## src/rtl/hazard_ctrl_pkg.sv

```systemverilog
// Shared types and widths for the decode-stage hazard controller.
package hazard_ctrl_pkg;

  localparam int REG_W       = 5;
  localparam int CNT_W_DEF   = 2;
  localparam int CNT_MAX_DEF = (1 << CNT_W_DEF) - 1;

  typedef enum logic [1:0] {
    RUN     = 2'd0,
    BR_WAIT = 2'd1,
    FLUSH   = 2'd2
  } state_t;

endpackage

```

## src/rtl/hazard_reg_counter.sv

```systemverilog
// Saturating pending-write counter for one architectural register.
module hazard_reg_counter #(
  parameter int CNT_W = 2
) (
  input  logic             clk,
  input  logic             reset,
  input  logic             inc,
  input  logic             dec,
  output logic [CNT_W-1:0] count,
  output logic             zero,
  output logic             full,
  output logic             underflow,
  output logic             overflow
);

  localparam logic [CNT_W-1:0] MAX = '1;

  assign zero      = (count == '0);
  assign full      = (count == MAX);
  // Simultaneous inc and dec cancel, so neither is an error.
  assign underflow = dec & ~inc & zero;
  assign overflow  = inc & ~dec & full;

  always_ff @(posedge clk) begin
    if (reset) begin
      count <= '0;
    end else if (inc & ~dec & ~full) begin
      count <= count + CNT_W'(1);
    end else if (dec & ~inc & ~zero) begin
      count <= count - CNT_W'(1);
    end
  end

endmodule

```

## src/rtl/hazard_ctrl.sv

```systemverilog
// Scoreboard-based RAW/WAW interlock plus branch stall/flush sequencing for decode.
module hazard_ctrl
  import hazard_ctrl_pkg::*;
#(
  parameter int NREG  = 32,
  parameter int CNT_W = CNT_W_DEF
) (
  input  logic             clk,
  input  logic             reset,
  input  logic             issue_valid,
  input  logic [REG_W-1:0] issue_rd,
  input  logic [REG_W-1:0] issue_src1,
  input  logic [REG_W-1:0] issue_src2,
  input  logic             issue_wr,
  input  logic             src1_used,
  input  logic             src2_used,
  input  logic             issue_is_br,
  input  logic             wb_valid,
  input  logic [REG_W-1:0] wb_rd,
  input  logic             br_resolve_valid,
  input  logic             br_mispredict,
  output logic             stall_de,
  output logic             stall_fe,
  output logic             flush_de,
  output logic [NREG-1:0]  pending_mask,
  output logic             br_pending,
  output logic             proto_err
);

  logic [CNT_W-1:0] cnt [NREG];
  logic [NREG-1:0]  zero;
  logic [NREG-1:0]  full;
  logic [NREG-1:0]  underflow;
  logic [NREG-1:0]  overflow;
  logic [NREG-1:0]  eff_nz;
  logic [NREG-1:0]  wb_hit;
  logic [NREG-1:0]  wr_hit;
  logic             accept;
  state_t           state;
  state_t           state_next;

  // x0 is hardwired: never pending, never full.
  assign cnt[0]       = '0;
  assign zero[0]      = 1'b1;
  assign full[0]      = 1'b0;
  assign underflow[0] = 1'b0;
  assign overflow[0]  = 1'b0;
  assign eff_nz[0]    = 1'b0;
  assign wb_hit[0]    = 1'b0;
  assign wr_hit[0]    = 1'b0;

  genvar gi;
  generate
    for (gi = 1; gi < NREG; gi++) begin : g_reg
      assign wb_hit[gi] = wb_valid & (wb_rd == REG_W'(gi));
      assign wr_hit[gi] = accept & issue_wr & (issue_rd == REG_W'(gi));
      // The register file writes on negedge, so a same-cycle writeback already resolves the RAW.
      assign eff_nz[gi] = ~zero[gi] & ~(wb_hit[gi] & (cnt[gi] == CNT_W'(1)));

      hazard_reg_counter #(.CNT_W(CNT_W)) u_cnt (
        .clk       (clk),
        .reset     (reset),
        .inc       (wr_hit[gi]),
        .dec       (wb_hit[gi]),
        .count     (cnt[gi]),
        .zero      (zero[gi]),
        .full      (full[gi]),
        .underflow (underflow[gi]),
        .overflow  (overflow[gi])
      );
    end
  endgenerate

  assign stall_de = issue_valid &
                    ((src1_used & eff_nz[issue_src1]) |
                     (src2_used & eff_nz[issue_src2]) |
                     (issue_wr  & full[issue_rd])     |
                     (state != RUN));
  assign accept   = issue_valid & ~stall_de;

  always_comb begin
    state_next = state;
    case (state)
      RUN:     if (accept & issue_is_br) state_next = BR_WAIT;
      BR_WAIT: if (br_resolve_valid) state_next = br_mispredict ? FLUSH : RUN;
      FLUSH:   state_next = RUN;
      default: state_next = RUN;
    endcase
  end

  // Status outputs are registered from the next state so they line up with it.
  always_ff @(posedge clk) begin
    if (reset) begin
      state        <= RUN;
      stall_fe     <= 1'b0;
      br_pending   <= 1'b0;
      flush_de     <= 1'b0;
      pending_mask <= '0;
      proto_err    <= 1'b0;
    end else begin
      state        <= state_next;
      stall_fe     <= (state_next == BR_WAIT);
      br_pending   <= (state_next == BR_WAIT);
      flush_de     <= (state_next == FLUSH);
      pending_mask <= ~zero;
      proto_err    <= proto_err | (br_resolve_valid & (state != BR_WAIT)) |
                      (|underflow) | (|overflow);
    end
  end

endmodule

```

## config.mk

```make
export PLATFORM = sky130hd
export DESIGN_NAME = hazard_ctrl
export DESIGN_NICKNAME = d
export VERILOG_FILES = /design/src/rtl/hazard_ctrl_pkg.sv /design/src/rtl/hazard_reg_counter.sv /design/src/rtl/hazard_ctrl.sv
export SDC_FILE = /design/constraint.sdc
export NUM_CORES = 1
export LEC_CHECK = 0
export CAP_MARGIN = 5
export CORE_MARGIN = 1
export CORE_UTILIZATION = 43
export DETAILED_ROUTE_END_ITERATION = 8
export PLACE_DENSITY = 0.59
export SLEW_MARGIN = 20
export SYNTH_ARGS = -nofsm -noshare
export SYNTH_HDL_FRONTEND = slang
export SYNTH_SLANG_ARGS = --single-unit
```

## constraint.sdc

```tcl
create_clock -name clk -period 5.9 [get_ports clk]
set_clock_uncertainty 0.2 [all_clocks]
set_input_delay 0.885 -clock clk [delete_from_list [all_inputs] [get_ports clk]]
set_output_delay 0.885 -clock clk [all_outputs]
set_load 0.03 [all_outputs]
```

==> impl_metrics.csv <==
group,metric,value,unit
placed_design,dp_slack,0.410,ns
layout,n_antenna_cell,0,
synthesis,synth_seq_cells,98,
layout,layout-drive-gt1-share,0.0736,
drt,route.detailed.drc,0,
placed_design,dp_cells,1278,
pwr,p_clk_frac,0.289,
die,core.rowCount,50,
setup_path,required,4.82,ns
drt,routed-via-count,7991,
global_route,antenna_found_initial,0,
status,status,"complete, no violations",
placed_design,place.detailed.hpwl,20400,µm
sta,slew_headroom,0.301,
die,coreArea,0.0186,mm²
global_route,grt_pass1_wl,41300,µm
setup_path,cp_max_fo,12,
cts,cts_setup_buffers,0,
sta,finalSetupViolCount,0,
synthesis,syn_area_per_cell,8.07,µm²
drt,dr.pass1.iters,6,
sta,fmax,180,MHz
sta,min_period,5.56,ns
setup_path,crit_path_start_kind,"input port",
synthesis,synth_seq_area_share,0.240,
cts,root_buffer,"clkbuf_16",
synthesis,syn_area,0.00816,mm²
cts,cts.clk_slew.worst_paths,0.07,ns
global_route,grt_max_degree,99,
sta,tightestPinTransition,1.05,ns
setup_path,timing.rr.start,"g_reg[18].u_cnt.count[0]",
pwr,switching_share,0.376,
die,die_w,140,µm
setup_path,reg2regPathDepth,11,
cts,h-tree-depth,3,
drt,antenna_left,0,
die,start_util,0.438,
min_path,min_from,"g_reg[20].u_cnt.count[1]",
drt,drtIter0Drc,880,
pwr,p_sw,759,µW
setup_path,path_class,"input port to primary output",
layout,final_nets,1178,
cts,cts_buffer_depth,2,
min_path,hold_depth,2,
pwr,vdd_drop_max,0.154,mV
setup_path,r2r_slack,1.63,ns
global_route,first_global_vias,7239,
pwr,power_frac_seq,0.386,
placed_design,place.port_buffers,65,
global_route,grt_overflow,0,
pwr,powerDensity,217,mW/mm²
drt,via_per_inst,6.18,
sta,period_share,0.942,
synthesis,yosys_warnings,0,
pwr,pwr-share-comb,0.325,
synthesis,synth_edf_count,0,
die,fp.dieH,140,µm
global_route,grt_use_total,0.276,
drt,wire_per_inst,20.6,µm
placed_design,place_area,0.00905,mm²
synthesis,ys_async_sr_fraction,0,
cts,cts_buffers,9,
sta,hold_viol_final,0,
layout,fin_cells,1294,
layout,design_area,0.00933,mm²
synthesis,synthCells,1011,
layout,syn2layout_area_growth,14.4,%
sta,fin_tns_setup,0,ns
placed_design,place.gp.congestion,0.955,
cts,ctsResizeCount,0,
pwr,p_int,1.26,mW
pwr,p_total,2.02,mW
run,maxCapViolations,0,
sta,slew_violations,0,
die,dieArea,0.0195,mm²
cts,clock_latency,0.37,ns
setup_path,reg2reg_to,"g_reg[13].u_cnt.count[1]",
cts,cts_sinks,98,
min_path,hold_end,"g_reg[20].u_cnt.count[1]",
sta,fin_ws,0.340,ns
pwr,p_leak,3.22,nW
min_path,hp-class,"flip-flop to flip-flop",
drt,wirelength,26600,µm
sta,grt_setup_unrepaired,"false",
cts,ctsHoldBuffers,0,
setup_path,cp_data_arrival_time,4.48,ns
setup_path,end_kind,"primary output",
synthesis,synth_ff_type,"dfxtp_1",
cts,cts_tree,"done",
synthesis,synth_nets,1134,
die,ioPinCount,67,
synthesis,synthDistinctLibCells,59,
[synthesized netlist by cell type, types with 7 or more instances]
master      n  area [µm²]
nor4_1      7        43.8
clkbuf_1   44         165
o21ai_0    63         315
and3_1     10        62.6
a221oi_1   20         175
a21oi_1    13        65.1
nand2b_1   13        81.3
o21bai_1    7        52.6
dfxtp_1    98        1960
xnor2_1    30         263
nor2_1    113         424
a31oi_1    25         156
a211oi_1   12        90.1
nand4_1    12        75.1
a311oi_1   49         429
inv_1      78         293
nand3_1    49         245
ha_1       93        1160
and2_1      9        56.3
mux4_2      9         203
nor3_1     27         135
nor2b_1    11        68.8
mux2i_1    36         360
o22ai_1    12        75.1
or4_1       7        52.6
nor4_2     12         150
nand2_1    78         293
[final cells by class]
cell class	count	area, µm²
clock buffer	10	229
clock inverter	6	50.0
fill	1859	9310
inverter	78	293
multi-input combinational	778	5670
sequential	98	1960
tap	234	293
timing repair buffer	90	836
[layer usage]
metal	global-route usage	up-vias	wire length (µm)
met5	0	-	0
met3	0.0561	55	2500
met1	0.387	3750	12100
met2	0.411	384	11200
met4	0.107	0	850
li1	-	3802	-
[power groups by stage]
stage | combinational (mW) | sequential, mW | clock, mW
after floorplan | 0.396 | 0.827 | 0
after global placement | 0.643 | 0.794 | 0
after detailed placement | 0.643 | 0.794 | 0
after CTS | 0.646 | 0.779 | 0.599
after global routing | 0.713 | 0.791 | 0.620
final | 0.656 | 0.780 | 0.584
[cells in the final DEF, fill, tap and decap left out, types with 7 or more instances in the layout]
cell,count
and2_1,9
nor3_1,27
mux4_2,9
a311oi_1,49
o22ai_1,12
clkdlybuf4s50_1,64
a31oi_1,25
nand3_1,49
mux2i_1,36
inv_1,78
ha_1,93
or4_1,7
o21bai_1,7
and3_1,10
a21oi_1,13
nor2b_1,10
nor2_1,113
a221oi_1,20
xnor2_1,30
nor4_2,12
a211oi_1,12
nand4_1,12
nor4_1,7
nand2b_1,13
nand2_1,78
buf_4,26
clkbuf_16,9
dfxtp_1,98
o21ai_0,63
[cell families (layout without fill, tap and decap cells)]
group / count (synthesis) / in the layout / synth area share
other: 1 / 1 / 0.000460
AOI/OAI and AO/OA: 237 / 237 / 0.205
adders and majority gates: 93 / 93 / 0.143
buffers and inverters: 135 / 184 / 0.0659
and+or+nand+nor: 372 / 372 / 0.244
DFF: 98 / 98 / 0.240
muxes: 45 / 45 / 0.0690
xor gates and xnor gates: 30 / 30 / 0.0322
[through the flow]
step / util / hold WS, ns
after floorplan: - / 0.304
after global routing: 0.500 / 0.373
after global placement: 0.485 / 0.333
after detailed placement: 0.486 / 0.337
final: 0.500 / 0.349
after CTS: 0.500 / 0.348
[worst max-delay path by stage]
stage,from,cells after the start,slack [ns],endpoint
detailed placement,wb_rd[4],10,0.41,stall_de
floorplan,wb_rd[4],13,0.84,stall_de
global placement,wb_rd[3],10,0.11,stall_de
finish,wb_valid,10,0.34,stall_de
CTS,wb_rd[4],10,0.39,stall_de
global route,wb_rd[0],10,0.11,stall_de
[worst max-delay path, stage by stage]
cell,delay (ns)
clkdlybuf4s50_1,0.58
and4b_1,0.42
a31oi_1,0.44
mux2i_1,0.16
mux4_2,0.48
or3_1,0.32
o211ai_1,0.23
nor2_1,0.13
nor2b_1,0.14
clkdlybuf4s50_1,0.68
[flip-flops by register name (all words and copies together), names as in the netlist]
| register | cells |
|---|---|
| br_pending | 1 |
| state | 2 |
| g.u_cnt.count | 62 |
| proto_err | 1 |
| flush_de | 1 |
| pending_mask | 31 |
(Power assumes the default switching activity.)
